File: src/rtl/gameover_blitter.sv
// gameover_blitter: copies a full SCR_W x SCR_H image from a single-cycle-latency
// ROM to a VGA adapter in raster order, one pixel per clock.
// Optional build macro GAMEOVER_BLITTER_TRANSPARENT_EN: black (9'h000) pixels
// are not plotted; timing, counters and done behaviour are unchanged.
module gameover_blitter #(
  parameter int unsigned SCR_W = 160,
  parameter int unsigned SCR_H = 120
) (
  input  logic        clock,
  input  logic        reset,
  input  logic        start,
  output logic [14:0] rom_address,
  input  logic [8:0]  rom_q,
  output logic [7:0]  x,
  output logic [6:0]  y,
  output logic [8:0]  colour,
  output logic        plot,
  output logic        busy,
  output logic        done
);

  localparam int unsigned AW        = 15;
  localparam int unsigned XW        = 8;
  localparam int unsigned YW        = 7;
  localparam int unsigned CW        = 9;
  localparam int unsigned LAST_ADDR = SCR_W * SCR_H - 1;

  typedef enum logic [1:0] {
    IDLE  = 2'd0,
    PRIME = 2'd1,
    DRAW  = 2'd2,
    FIN   = 2'd3
  } state_t;

  state_t        state_q, state_d;
  logic [AW-1:0] addr_q, addr_d;
  logic [XW-1:0] xc_q, xc_d;
  logic [YW-1:0] yc_q, yc_d;
  logic          last_q, last_d;
  logic [XW-1:0] x_q, x_d;
  logic [YW-1:0] y_q, y_d;
  logic          plot_q, plot_d;
  logic          busy_q, busy_d;
  logic          done_q, done_d;
  logic [CW-1:0] colour_q;
  logic          fetch;
  logic          plot_c;

  // State, counters and registered adapter outputs
  always_ff @(posedge clock or posedge reset) begin
    if (reset) begin
      state_q  <= IDLE;
      addr_q   <= '0;
      xc_q     <= '0;
      yc_q     <= '0;
      last_q   <= 1'b0;
      x_q      <= '0;
      y_q      <= '0;
      plot_q   <= 1'b0;
      busy_q   <= 1'b0;
      done_q   <= 1'b0;
      colour_q <= '0;
    end else begin
      state_q  <= state_d;
      addr_q   <= addr_d;
      xc_q     <= xc_d;
      yc_q     <= yc_d;
      last_q   <= last_d;
      x_q      <= x_d;
      y_q      <= y_d;
      plot_q   <= plot_d;
      busy_q   <= busy_d;
      done_q   <= done_d;
      colour_q <= colour;
    end
  end

  // Next-state, fetch sequencing and next values of the registered outputs
  always_comb begin
    state_d = state_q;
    addr_d  = addr_q;
    xc_d    = xc_q;
    yc_d    = yc_q;
    last_d  = last_q;
    x_d     = x_q;
    y_d     = y_q;
    plot_d  = 1'b0;
    fetch   = 1'b0;

    unique case (state_q)
      IDLE: begin
        addr_d = '0;
        xc_d   = '0;
        yc_d   = '0;
        last_d = 1'b0;
        if (start) state_d = PRIME;
      end
      PRIME: begin
        fetch   = 1'b1;
        state_d = DRAW;
      end
      DRAW: begin
        // Once the last address has been fetched, this cycle shows its pixel
        if (last_q) state_d = FIN;
        else        fetch   = 1'b1;
      end
      FIN: begin
        addr_d  = '0;
        xc_d    = '0;
        yc_d    = '0;
        last_d  = 1'b0;
        state_d = IDLE;
      end
      default: state_d = IDLE;
    endcase

    // A fetch latches the current column/row so x/y line up with rom_q next cycle
    if (fetch) begin
      x_d    = xc_q;
      y_d    = yc_q;
      plot_d = 1'b1;
      if (addr_q == AW'(LAST_ADDR)) begin
        last_d = 1'b1;
      end else begin
        addr_d = addr_q + AW'(1);
        if (xc_q == XW'(SCR_W - 1)) begin
          xc_d = '0;
          yc_d = yc_q + YW'(1);
        end else begin
          xc_d = xc_q + XW'(1);
        end
      end
    end

    busy_d = (state_d == PRIME) || (state_d == DRAW);
    done_d = (state_d == FIN);
  end

`ifdef GAMEOVER_BLITTER_TRANSPARENT_EN
  // Black pixels are skipped; the frame still takes the same number of cycles
  assign plot_c = plot_q && (rom_q != CW'(0));
`else
  assign plot_c = plot_q;
`endif

  assign rom_address = addr_q;
  assign x           = x_q;
  assign y           = y_q;
  assign plot        = plot_c;
  assign busy        = busy_q;
  assign done        = done_q;
  // ROM data passes straight through while plotting, otherwise the last value holds
  assign colour      = plot_c ? rom_q : colour_q;

endmodule
File: config.mk
export PLATFORM = sky130hd
export DESIGN_NAME = gameover_blitter
export DESIGN_NICKNAME = d
export VERILOG_FILES = /design/src/rtl/gameover_blitter.sv
export SDC_FILE = /design/constraint.sdc
export NUM_CORES = 1
export LEC_CHECK = 0
export ABC_AREA = 1
export CORE_MARGIN = 2
export CORE_UTILIZATION = 55
export CTS_CLUSTER_SIZE = 14
export DETAILED_ROUTE_END_ITERATION = 7
export GPL_ROUTABILITY_DRIVEN = 1
export GPL_TIMING_DRIVEN = 0
export PLACE_DENSITY = 0.82
export SYNTH_ARGS = -nofsm -noshare
export SYNTH_HDL_FRONTEND = slang
export SYNTH_SLANG_ARGS = --single-unit
File: constraint.sdc
create_clock -name clock -period 2.9 [get_ports clock]
set_input_delay 0.435 -clock clock [delete_from_list [all_inputs] [get_ports clock]]
set_output_delay 0.435 -clock clock [all_outputs]
set_load 0.02 [all_outputs]
==> out/results.ini <==
[sta]
finalCriticalPeriod_ns = 2.50
drv_slew = 0
setup_viol = 0
whs_ns = 0.392
hold_viol = 0
period_share_pct = 86.4
max_freq_mhz = 399
worstMarginPinSlew_ns = 0.491
rsz0062_at_grt = false
finClkSkew_ns = 0.00735
max-slew-margin-rel_pct = 67.2

[setup_path]
end_kind = output pin
worstPathArrival_ns = 2.07
max_stage_delay_ns = 0.57
slowest_stage = clkdlybuf4s50_1
cp_max_fo = 9
required_ns = 2.47
critPathKind = reg2out
cp_cell_sequence = clkbuf_1, mux2_2, clkdlybuf4s50_1
critPathLaunchType = flop

[detailed_routing]
wl_per_cell_um = 13.9
wl_mm = 7.44
vias = 2847
final_antenna_net_count = 0
drtIter0Drc = 174
drc = 0
dr.pass1.iters = 5
drt-vias-per-instance = 5.32

[clock_tree]
cts_resized = 0
clk_pin_slew_ns = 0.07
numCtsBuffers = 9
ctsHoldBuffers = 0
h-tree-depth = 3
cts_tree = built
root_buffer = clkbuf_8
cts.sinks = 60
cts.path.max_buffers = 2
cts_setup_buffers = 0
clk_latency_ns = 0.35

[finish]
area_growth_pct = 26.3
diodes = 0
nets = 478
fill_cells = 426
finish.instance_area_um2 = 4060
multi_input_area_um2 = 1470
regArea_um2 = 1500
drive_gt1_share_pct = 12.1

[pwr]
power_mw = 1.71
peakVddDrop_v = 0.000292
power_density_nw_per_um2 = 422
power_leakage_nw = 2.03

[floorplanning]
die_x_um = 80.4
rows = 27
dieArea_um2 = 6470
ios = 54
start_util_pct = 57.6
die_height_um = 80.4
core_um2 = 5570

[synth]
syn_area_um2 = 3210
syn_inst = 394
syn_area_per_cell_um2 = 8.15
synthDistinctLibCells = 36
yosysSeqAreaShare_pct = 46.7
ys_seq_elements = 60
syn-num-nets = 413
ys_warn_count = 0

[run_status]
status = finished clean

[placed_design]
routabilityCongestion = 0.869
portBuffers = 53
placedInstanceArea_um2 = 3850
dp_hpwl_mm = 5.36

[global_route]
antenna_found_initial = 0
grt_pass1_vias = 2711
grt_overflow = 0
track_usage_pct = 25.4
grt_pass1_wl_mm = 12.4
grt_max_degree = 44

[hold_path]
hp-class = in2async

[flow_run]
maxCapViolCount = 0

## layout by cell type, fill, tap and decap left out, drive strengths merged, types with 6 or more instances in the layout
| master | count |
|---|---|
| nand2 | 135 |
| dfrtp | 60 |
| nand3 | 55 |
| clkdlybuf4s50 | 53 |
| inv | 43 |
| o21ai | 24 |
| nor2 | 21 |
| clkbuf | 14 |
| mux2 | 9 |
| buf | 9 |
| xor2 | 8 |
| ha | 7 |
| nor3 | 6 |
## cells by family after synthesis
kind of cell / count (synthesis) / synth area share [%]
XOR/XNOR: 11 / 3.00
AO/OA/AOI/OAI: 29 / 5.34
AND/OR/NAND/NOR: 223 / 31.7
multiplexers: 9 / 3.16
adder cells (fa/ha/maj): 7 / 2.73
flip-flops: 60 / 46.7
buffers and inverters: 55 / 7.36
## metrics by stage
step / utilization (%) / instances / setup WS, ns / setup TNS, ns
3_5_place_dp: 69.1 / 520 / 0.752 / 0
6_report: 72.8 / 535 / 0.395 / 0
2_1_floorplan: - / 394 / 0.980 / 0
5_1_grt: 72.8 / 535 / 0.313 / 0
3_3_place_gp: 68.8 / 519 / -0.0704 / -4.07
4_1_cts: 72.8 / 535 / 0.379 / 0
## layout make-up
class,instances,share of cell area [%]
inverter,43,3.98
sequential,60,37.0
timing repair buffer,54,13.6
tap,72,2.22
clock buffer,10,3.15
clock inverter,5,1.91
multi-input combinational,279,36.3
buffer,12,1.85
## registers in the layout (all words and copies together), names as in the netlist
| register | count |
|---|---|
| xc_q | 8 |
| last_q | 1 |
| colour_q | 9 |
| plot | 1 |
| done | 1 |
| y | 7 |
| rom_address | 15 |
| x | 8 |
| state_q | 2 |
| busy | 1 |
| yc_q | 7 |
## worst max-delay path, delay by kind of cell, from the launching register on
kind,cells,cell delay (ns)
buffers and inverters,2,0.96
DFF,1,0.35
muxes,1,0.41
## power by group
group          total (mW)  leakage [nW]  switching (mW)  internal [mW]
combinational      0.0634          1.16          0.0325         0.0309
clock               0.804         0.102           0.329          0.476
sequential          0.844         0.763         0.00133          0.843
## synthesized netlist by cell type
library cell  count  area [um^2]
nor2_2            2         12.5
nor2_1           16         60.1
buf_2             5         25.0
nand3b_1          1         7.51
ha_1              7         87.6
nor3_4            1         16.3
xor2_1            8         70.1
buf_12            1         20.0
nand2_4           3         33.8
inv_2             3         11.3
a21oi_2           1         8.76
nand3_2           2         20.0
nand2_2           3         18.8
xnor2_1           3         26.3
or2_2             1         6.26
nand3_1          53          265
o22ai_1           1         6.26
nor3_1            5         25.0
inv_1            40          150
dfrtp_1          60         1500
o21bai_1          1         7.51
mux2_2            9          101
o21ai_0          16         80.1
buf_1             1         3.75
a22o_1            1         8.76
nor2_8            1         20.0
clkbuf_1          3         11.3
clkbuf_4          1         7.51
nor2_4            2         22.5
and2_1            1         6.26
o21ai_2           4         35.0
a21oi_1           1         5.00
nand4_1           3         18.8
buf_4             1         7.51
nand2_1         129          484
o21ai_1           4         20.0
## metal layers
layer / global-route usage [%] / share of wire, % / wire length (um)
met3: 5.28 / 5.3 / 395
met2: 40.8 / 48 / 3580
met5: 0 / 0 / 0
met4: 10.2 / 1.9 / 138
met1: 33.6 / 45 / 3330
## final timing paths
kind	startpoint	end	slack [ns]	cells after the start
setup / recovery	plot	colour[2]	0.40	3
hold / removal	reset	colour_q[5]	0.39	2
setup reg to reg	state_q[0]	yc_q[1]	0.85	6
hold reg to reg	x[6]	x[6]	0.49	2
max in group asynchronous	reset	xc_q[4]	1.95	3
min in group clock	x[6]	x[6]	0.49	2
No activity file was read; power rests on OpenSTA's default activity.
